**config.mk**
```make
export PLATFORM = sky130hd
export DESIGN_NAME = mod_hs_packet_framer
export DESIGN_NICKNAME = d
export VERILOG_FILES = /design/src/rtl/mod_hs_packet_framer.sv
export SDC_FILE = /design/constraint.sdc
export NUM_CORES = 1
export LEC_CHECK = 0
export CELL_PAD_IN_SITES_DETAIL_PLACEMENT = 0
export CELL_PAD_IN_SITES_GLOBAL_PLACEMENT = 1
export CORE_MARGIN = 2
export CORE_UTILIZATION = 44
export CTS_CLUSTER_SIZE = 24
export DETAILED_ROUTE_END_ITERATION = 10
export DONT_BUFFER_PORTS = 1
export GPL_TIMING_DRIVEN = 0
export PLACE_DENSITY = 0.86
export RECOVER_POWER = 50
export SLEW_MARGIN = 30
export SYNTH_ARGS = -nofsm -noshare
export SYNTH_HDL_FRONTEND = slang
export SYNTH_SLANG_ARGS = --single-unit
```
**constraint.sdc**
```tcl
create_clock -name CLK -period 2.46 [get_ports CLK]
set_input_delay 0.123 -clock CLK [delete_from_list [all_inputs] [get_ports CLK]]
set_output_delay 0.123 -clock CLK [all_outputs]
set_load 0.005 [all_outputs]
```
**src/rtl/mod_hs_packet_framer.sv**
```systemverilog
// Packet framer: marker, flag, length field, RAM payload and optional CRC16 trailer.
// Optional feature macro: HS_FRAMER_CRC_EN appends the CRC16-CCITT trailer.
module mod_hs_packet_framer #(
    parameter int         ADDR_W      = 16,
    parameter int         LEN_W       = 16,
    parameter logic [7:0] MARKER      = 8'hB6,
    parameter int         RAM_TIMEOUT = 255
) (
    input  logic              CLK,
    input  logic              RESET,
    input  logic              TX_STR,
    input  logic [7:0]        TX_FLAG,
    input  logic [LEN_W-1:0]  TX_LEN,
    input  logic [ADDR_W-1:0] TX_BASE,
    input  logic              ABORT,
    output logic              RAM_REQ,
    input  logic              RAM_RDY,
    output logic [ADDR_W-1:0] RAM_ADDR,
    input  logic [7:0]        RAM_DATA,
    output logic [7:0]        TX_DATA,
    output logic              TX_VALID,
    input  logic              TX_READY,
    output logic              BUSY,
    output logic              DONE,
    output logic              ERR
);

    localparam int         TW       = $clog2(RAM_TIMEOUT + 2);
    localparam logic [2:0] HDR_LAST = 3'(LEN_W / 8 + 1);

    typedef enum logic [2:0] {
        S_IDLE,
        S_HDR,
        S_RD,
        S_DATA,
`ifdef HS_FRAMER_CRC_EN
        S_CRC,
`endif
        S_END
    } state_t;

`ifdef HS_FRAMER_CRC_EN
    localparam state_t S_POST = S_CRC;
`else
    localparam state_t S_POST = S_END;
`endif

    state_t            state, state_nx;
    logic [7:0]        flag_q, dbyte_q;
    logic [LEN_W-1:0]  len_q, idx_q, idx_nx;
    logic [ADDR_W-1:0] base_q;
    logic [2:0]        hcnt_q;
    logic [TW-1:0]     tcnt_q;
    logic              err_q, xfer, start, abort_go, timed_out;

    assign xfer      = TX_VALID & TX_READY;
    assign start     = (state == S_IDLE) & TX_STR;
    assign idx_nx    = idx_q + LEN_W'(1);
    assign timed_out = (RAM_TIMEOUT != 0) && (tcnt_q == TW'(RAM_TIMEOUT));

`ifdef HS_FRAMER_CRC_EN
    logic [15:0] crc_q;

    function automatic logic [15:0] crc_upd(input logic [15:0] c, input logic [7:0] d);
        logic [15:0] r;
        r = c ^ {d, 8'h00};
        for (int i = 0; i < 8; i++)
            r = r[15] ? ({r[14:0], 1'b0} ^ 16'h1021) : {r[14:0], 1'b0};
        return r;
    endfunction

    always_ff @(posedge CLK or negedge RESET) begin
        if (!RESET)
            crc_q <= 16'hFFFF;
        else if (start)
            crc_q <= 16'hFFFF;
        else if (xfer && ((state == S_HDR && hcnt_q != 3'd0) || state == S_DATA))
            crc_q <= crc_upd(crc_q, TX_DATA);
    end
`endif

    always_ff @(posedge CLK or negedge RESET) begin
        if (!RESET)
            state <= S_IDLE;
        else
            state <= state_nx;
    end

    always_comb begin
        state_nx = state;
        abort_go = 1'b0;
        unique case (state)
            S_IDLE: if (TX_STR) state_nx = S_HDR;
            S_HDR:
                if (xfer && hcnt_q == HDR_LAST)
                    state_nx = (len_q == '0) ? S_POST : S_RD;
            S_RD:
                if (RAM_RDY) state_nx = S_DATA;
                else if (timed_out) abort_go = 1'b1;
            S_DATA:
                if (xfer) state_nx = (idx_nx == len_q) ? S_POST : S_RD;
`ifdef HS_FRAMER_CRC_EN
            S_CRC: if (xfer && hcnt_q[0]) state_nx = S_END;
`endif
            S_END: state_nx = S_IDLE;
            default: state_nx = S_IDLE;
        endcase
        if (ABORT && state != S_IDLE && state != S_END)
            abort_go = 1'b1;
        if (abort_go)
            state_nx = S_IDLE;
    end

    // Length bytes go out MSB first by rotating len_q; a full set of rotations restores it.
    always_ff @(posedge CLK or negedge RESET) begin
        if (!RESET) begin
            flag_q  <= '0;
            len_q   <= '0;
            base_q  <= '0;
            idx_q   <= '0;
            hcnt_q  <= '0;
            dbyte_q <= '0;
            tcnt_q  <= '0;
            err_q   <= 1'b0;
        end else begin
            err_q <= abort_go;
            if (start) begin
                flag_q <= TX_FLAG;
                len_q  <= TX_LEN;
                base_q <= TX_BASE;
                idx_q  <= '0;
                hcnt_q <= '0;
            end
            if (xfer && state == S_HDR) begin
                hcnt_q <= (hcnt_q == HDR_LAST) ? 3'd0 : hcnt_q + 3'd1;
                if (hcnt_q >= 3'd2)
                    len_q <= (len_q << 8) | (len_q >> (LEN_W - 8));
            end
            if (xfer && state == S_DATA)
                idx_q <= idx_nx;
`ifdef HS_FRAMER_CRC_EN
            if (xfer && state == S_CRC)
                hcnt_q <= hcnt_q + 3'd1;
`endif
            if (state == S_RD) begin
                if (RAM_RDY)
                    dbyte_q <= RAM_DATA;
                tcnt_q <= tcnt_q + TW'(1);
            end else begin
                tcnt_q <= '0;
            end
        end
    end

    always_comb begin
        TX_DATA  = 8'h00;
        TX_VALID = 1'b0;
        unique case (state)
            S_HDR: begin
                TX_VALID = 1'b1;
                if (hcnt_q == 3'd0)      TX_DATA = MARKER;
                else if (hcnt_q == 3'd1) TX_DATA = flag_q;
                else                     TX_DATA = len_q[LEN_W-1 -: 8];
            end
            S_DATA: begin
                TX_VALID = 1'b1;
                TX_DATA  = dbyte_q;
            end
`ifdef HS_FRAMER_CRC_EN
            S_CRC: begin
                TX_VALID = 1'b1;
                TX_DATA  = hcnt_q[0] ? crc_q[7:0] : crc_q[15:8];
            end
`endif
            default: ;
        endcase
    end

    assign RAM_REQ  = (state == S_RD);
    assign RAM_ADDR = RAM_REQ ? base_q + ADDR_W'(idx_q) : '0;
    assign BUSY     = (state != S_IDLE) && (state != S_END);
    assign DONE     = (state == S_END);
    assign ERR      = err_q;

endmodule
```
==> flow_metrics.tcl <==
set metrics [dict create \
    grt_max_degree 81 \
    fmax_mhz 380 \
    slowest_stage "or4_1" \
    track_usage 0.223 \
    cts_tree "built" \
    setup_violations 6 \
    cp_cell_sequence "ha_4 > fa_2 > a21o_1 > a21o_1 > a21boi_2 > nor3_1 > or4_1 > a21oi_2" \
    gp_congestion 0.873 \
    via_per_inst 5.71 \
    numCtsBuffers 9 \
    r2r_start "state[1]" \
    vias 4595 \
    crit_family "compound AO/OA/AOI/OAI gates" \
    postSynthCellCount 593 \
    cap_viol_max_count 1 \
    critPathMostFrequentCell "a21o_1" \
    cp_max_fo 2 \
    ios 83 \
    post-route-min-period_ps 2630 \
    seqPwrFrac 0.354 \
    cp_data_required_time_ps 2340 \
    dieArea_mm2 0.0125 \
    hold_class "in -> reg" \
    rows 39 \
    violations "max-capacitance violations, max-slew violations, negative setup slack" \
    pre_cts_ws_ps -177 \
    setup_slack_ps -172 \
    async_reset_ff_frac 1.00 \
    grt_remaining_overflow 0 \
    drt_pass1_iterations 5 \
    cts.clk_slew.worst_paths_ps 60 \
    synth_top_flop_cell "dfrtp_1" \
    diodes 0 \
    synth.distinct_cells 60 \
    p_per_area_mw_per_mm2 997 \
    wl_per_cell_um 17.0 \
    critPathKind "reg -> out" \
    route.final.wire_length_mm 13.7 \
    synth_edf_count 0 \
    synth_seq_area_share 0.391 \
    clkLatencyLatePin_ps 340 \
    sw_frac_of_total 0.400 \
    htreeDepth 3 \
    hold_viol_final 0 \
    drv_slew 81 \
    ff2ff_path_depth 8 \
    drt_iter0_drc 375 \
    skew_ps 6.05 \
    syn2layout_area_growth_pct 22.1 \
    leakagePower_uw 0.00285 \
    fin_crit_sh 1.07 \
    drc_errors 0 \
    ys_ff_latch 80 \
    p_sw_uw 2500 \
    cp-start-kind "register" \
    timing.rr.end "flag_q[1]" \
    die_h_um 112 \
    fillCellCount 1041 \
    numPortBuffers 0 \
    ir_drop_mv 0.631 \
    syn_nets 670 \
    reg2reg_slack_ps 100 \
    syn_area_mm2 0.00512 \
    cpPeakStageDelay_ps 440 \
    hold_path_depth 2 \
    place_hpwl_mm 9.80 \
    status "finished with violations" \
    grt_pass1_wl_mm 22.6 \
    drtAntennaViolNets 0 \
    arrival_ps 2510 \
    endpoint_kind "output port" \
    initial_core_util 0.451 \
    grt_pass1_vias 4590 \
    dieWidth_um 112 \
    hold_slack_ps 2.63 \
    share_comb_of_total_power 0.411 \
    antenna_found_initial 0 \
    avgSynthCellArea_um2 8.64 \
    core-area_mm2 0.0114 \
    pwr-share-clk 0.235 \
    rsz0062_at_grt "yes" \
    min_to "len_q[3]" \
    relSlewSlack -0.311 \
    fin_nets 734 \
    hold_path_startpoint "TX_LEN[3]" \
    path_buf_inv 0 \
    internal_power_uw 3740 \
    tightestPinTransition_ps 1970 \
    total_power_uw 6240 \
    cts.path.max_buffers 2 \
    layout-drive-gt1-share 0.119 \
    clockRootBuffer "clkbuf_16" \
    cts_sinks 80 \
    yosysWarnings 0 \
]
worst register-to-register path, cell delays in order, from the launching register on:
cell and delay (ps):
dfrtp_1 320, clkbuf_1 300, nor2_1 150, nand3b_1 150, clkbuf_1 380, buf_2 350
buf_1 440, nand2_1 120, nand2_1 80
what timing repair did:
action | in CTS | in global routing
gates cloned | 0 | 0
pin swaps | 11 | 6
gates resized for setup | 11 | 16
hold endpoints to repair | 124 | 0
hold buffers | 46 | 0
setup buffers | 5 | 5
endpoints found under the setup margin | 7 | 18
cell type report:
type                    instances  area, um2  share of cell area
clock inverters                 5       80.1              0.0128
repair buffers                 54        515              0.0824
plain buffers                  31        153              0.0244
flip-flops and latches         80       2000               0.320
multi-input cells             463       3010               0.482
inverters                      18       67.6              0.0108
well taps                     143        179              0.0286
clock buffers                  11        243              0.0388
state kept, by name, indices dropped and copies added, names as in the netlist:
register,cells
hcnt_q,3
state,3
flag_q,8
idx_q,16
len_q,16
base_q,16
dbyte_q,8
ERR,1
tcnt_q,9
cell usage in the layout, fill, tap and decap left out, drive strengths merged, types with 21 or more instances in the layout:
| cell | synthesis | final |
|---|---|---|
| buf | 14 | 21 |
| clkbuf | 18 | 30 |
| dfrtp | 80 | 80 |
| dlygate4sd3 | 0 | 45 |
| ha | 22 | 22 |
| mux2i | 24 | 24 |
| nand2 | 118 | 118 |
| nand3 | 23 | 23 |
| nor2 | 48 | 48 |
| o21ai | 49 | 49 |
Yosys cell counts (all sizes together) (2+ instances only):
cell type	instances	area, um2
a31o	2	17.5
dfrtp	80	2000
nand2	118	443
ha	22	275
nor4	5	52.6
clkbuf	18	67.6
xor2	16	140
buf	14	88.8
nand4	6	52.6
a21oi	18	90.1
o22ai	6	37.5
nand3b	2	15.0
and4	4	36.3
nor3b	5	42.5
mux2i	24	240
nand2b	6	37.5
a311o	2	22.5
nor2	48	180
a21o	6	46.3
xnor2	18	158
and3	10	62.6
or3	2	12.5
and2	5	31.3
nand3	23	120
a211oi	4	40.0
a221oi	5	43.8
or4	3	22.5
nor2b	6	37.5
mux2	9	101
inv	18	67.6
nand4b	2	17.5
o21ai	49	245
nor3	9	45.0
o31ai	9	67.6
a31oi	5	31.3
o221ai	2	17.5
power by group through the flow:
| stage | logic (uW) | clock network (uW) | registers, uW |
|---|---|---|---|
| floorplan | 1870 | 0 | 2070 |
| finish | 2560 | 1460 | 2210 |
| detailed placement | 2360 | 0 | 2230 |
| global placement | 2300 | 0 | 2210 |
| CTS | 2520 | 1470 | 2210 |
| global route | 2910 | 1520 | 2280 |
routing by layer:
layer  part of all wire  vias up  GRT usage
li1                   -     2211          -
met1               0.45     2228      0.293
met2               0.48      130      0.367
met3              0.046       26     0.0359
met4              0.022        0     0.0955
met5                  0        -          0
cells by family (layout without fill, tap and decap cells):
group / count (synthesis) / after routing / share of synthesized area
multiplexers: 33 / 33 / 0.0667
flip-flops: 80 / 80 / 0.391
AO/OA/AOI/OAI: 118 / 118 / 0.146
adder cells (fa/ha/maj): 23 / 23 / 0.0576
buffers and inverters: 50 / 119 / 0.0437
AND/OR/NAND/NOR: 255 / 255 / 0.237
XOR/XNOR: 34 / 34 / 0.0581
stage by stage:
| stage | std cells | area [um2] | setup TNS [ps] | utilization |
|---|---|---|---|---|
| floorplan | 593 | 5120 | 0 | - |
| global placement | 736 | 5300 | -166 | 0.466 |
| detailed placement | 736 | 5300 | -177 | 0.466 |
| CTS | 803 | 6190 | -462 | 0.545 |
| global route | 805 | 6260 | -2490 | 0.550 |
| finish | 805 | 6260 | -500 | 0.550 |
how the worst max path moves through the flow:
stage,slack (ps),cells after the start,from,endpoint
floorplan,80,8,idx_q[0],RAM_ADDR[10]
global placement,-170,8,idx_q[0],RAM_ADDR[10]
detailed placement,-180,8,idx_q[0],RAM_ADDR[10]
CTS,-140,8,idx_q[0],RAM_ADDR[10]
global route,-250,8,idx_q[0],RAM_ADDR[10]
finish,-170,8,idx_q[0],RAM_ADDR[10]
(Power assumes the default switching activity.)
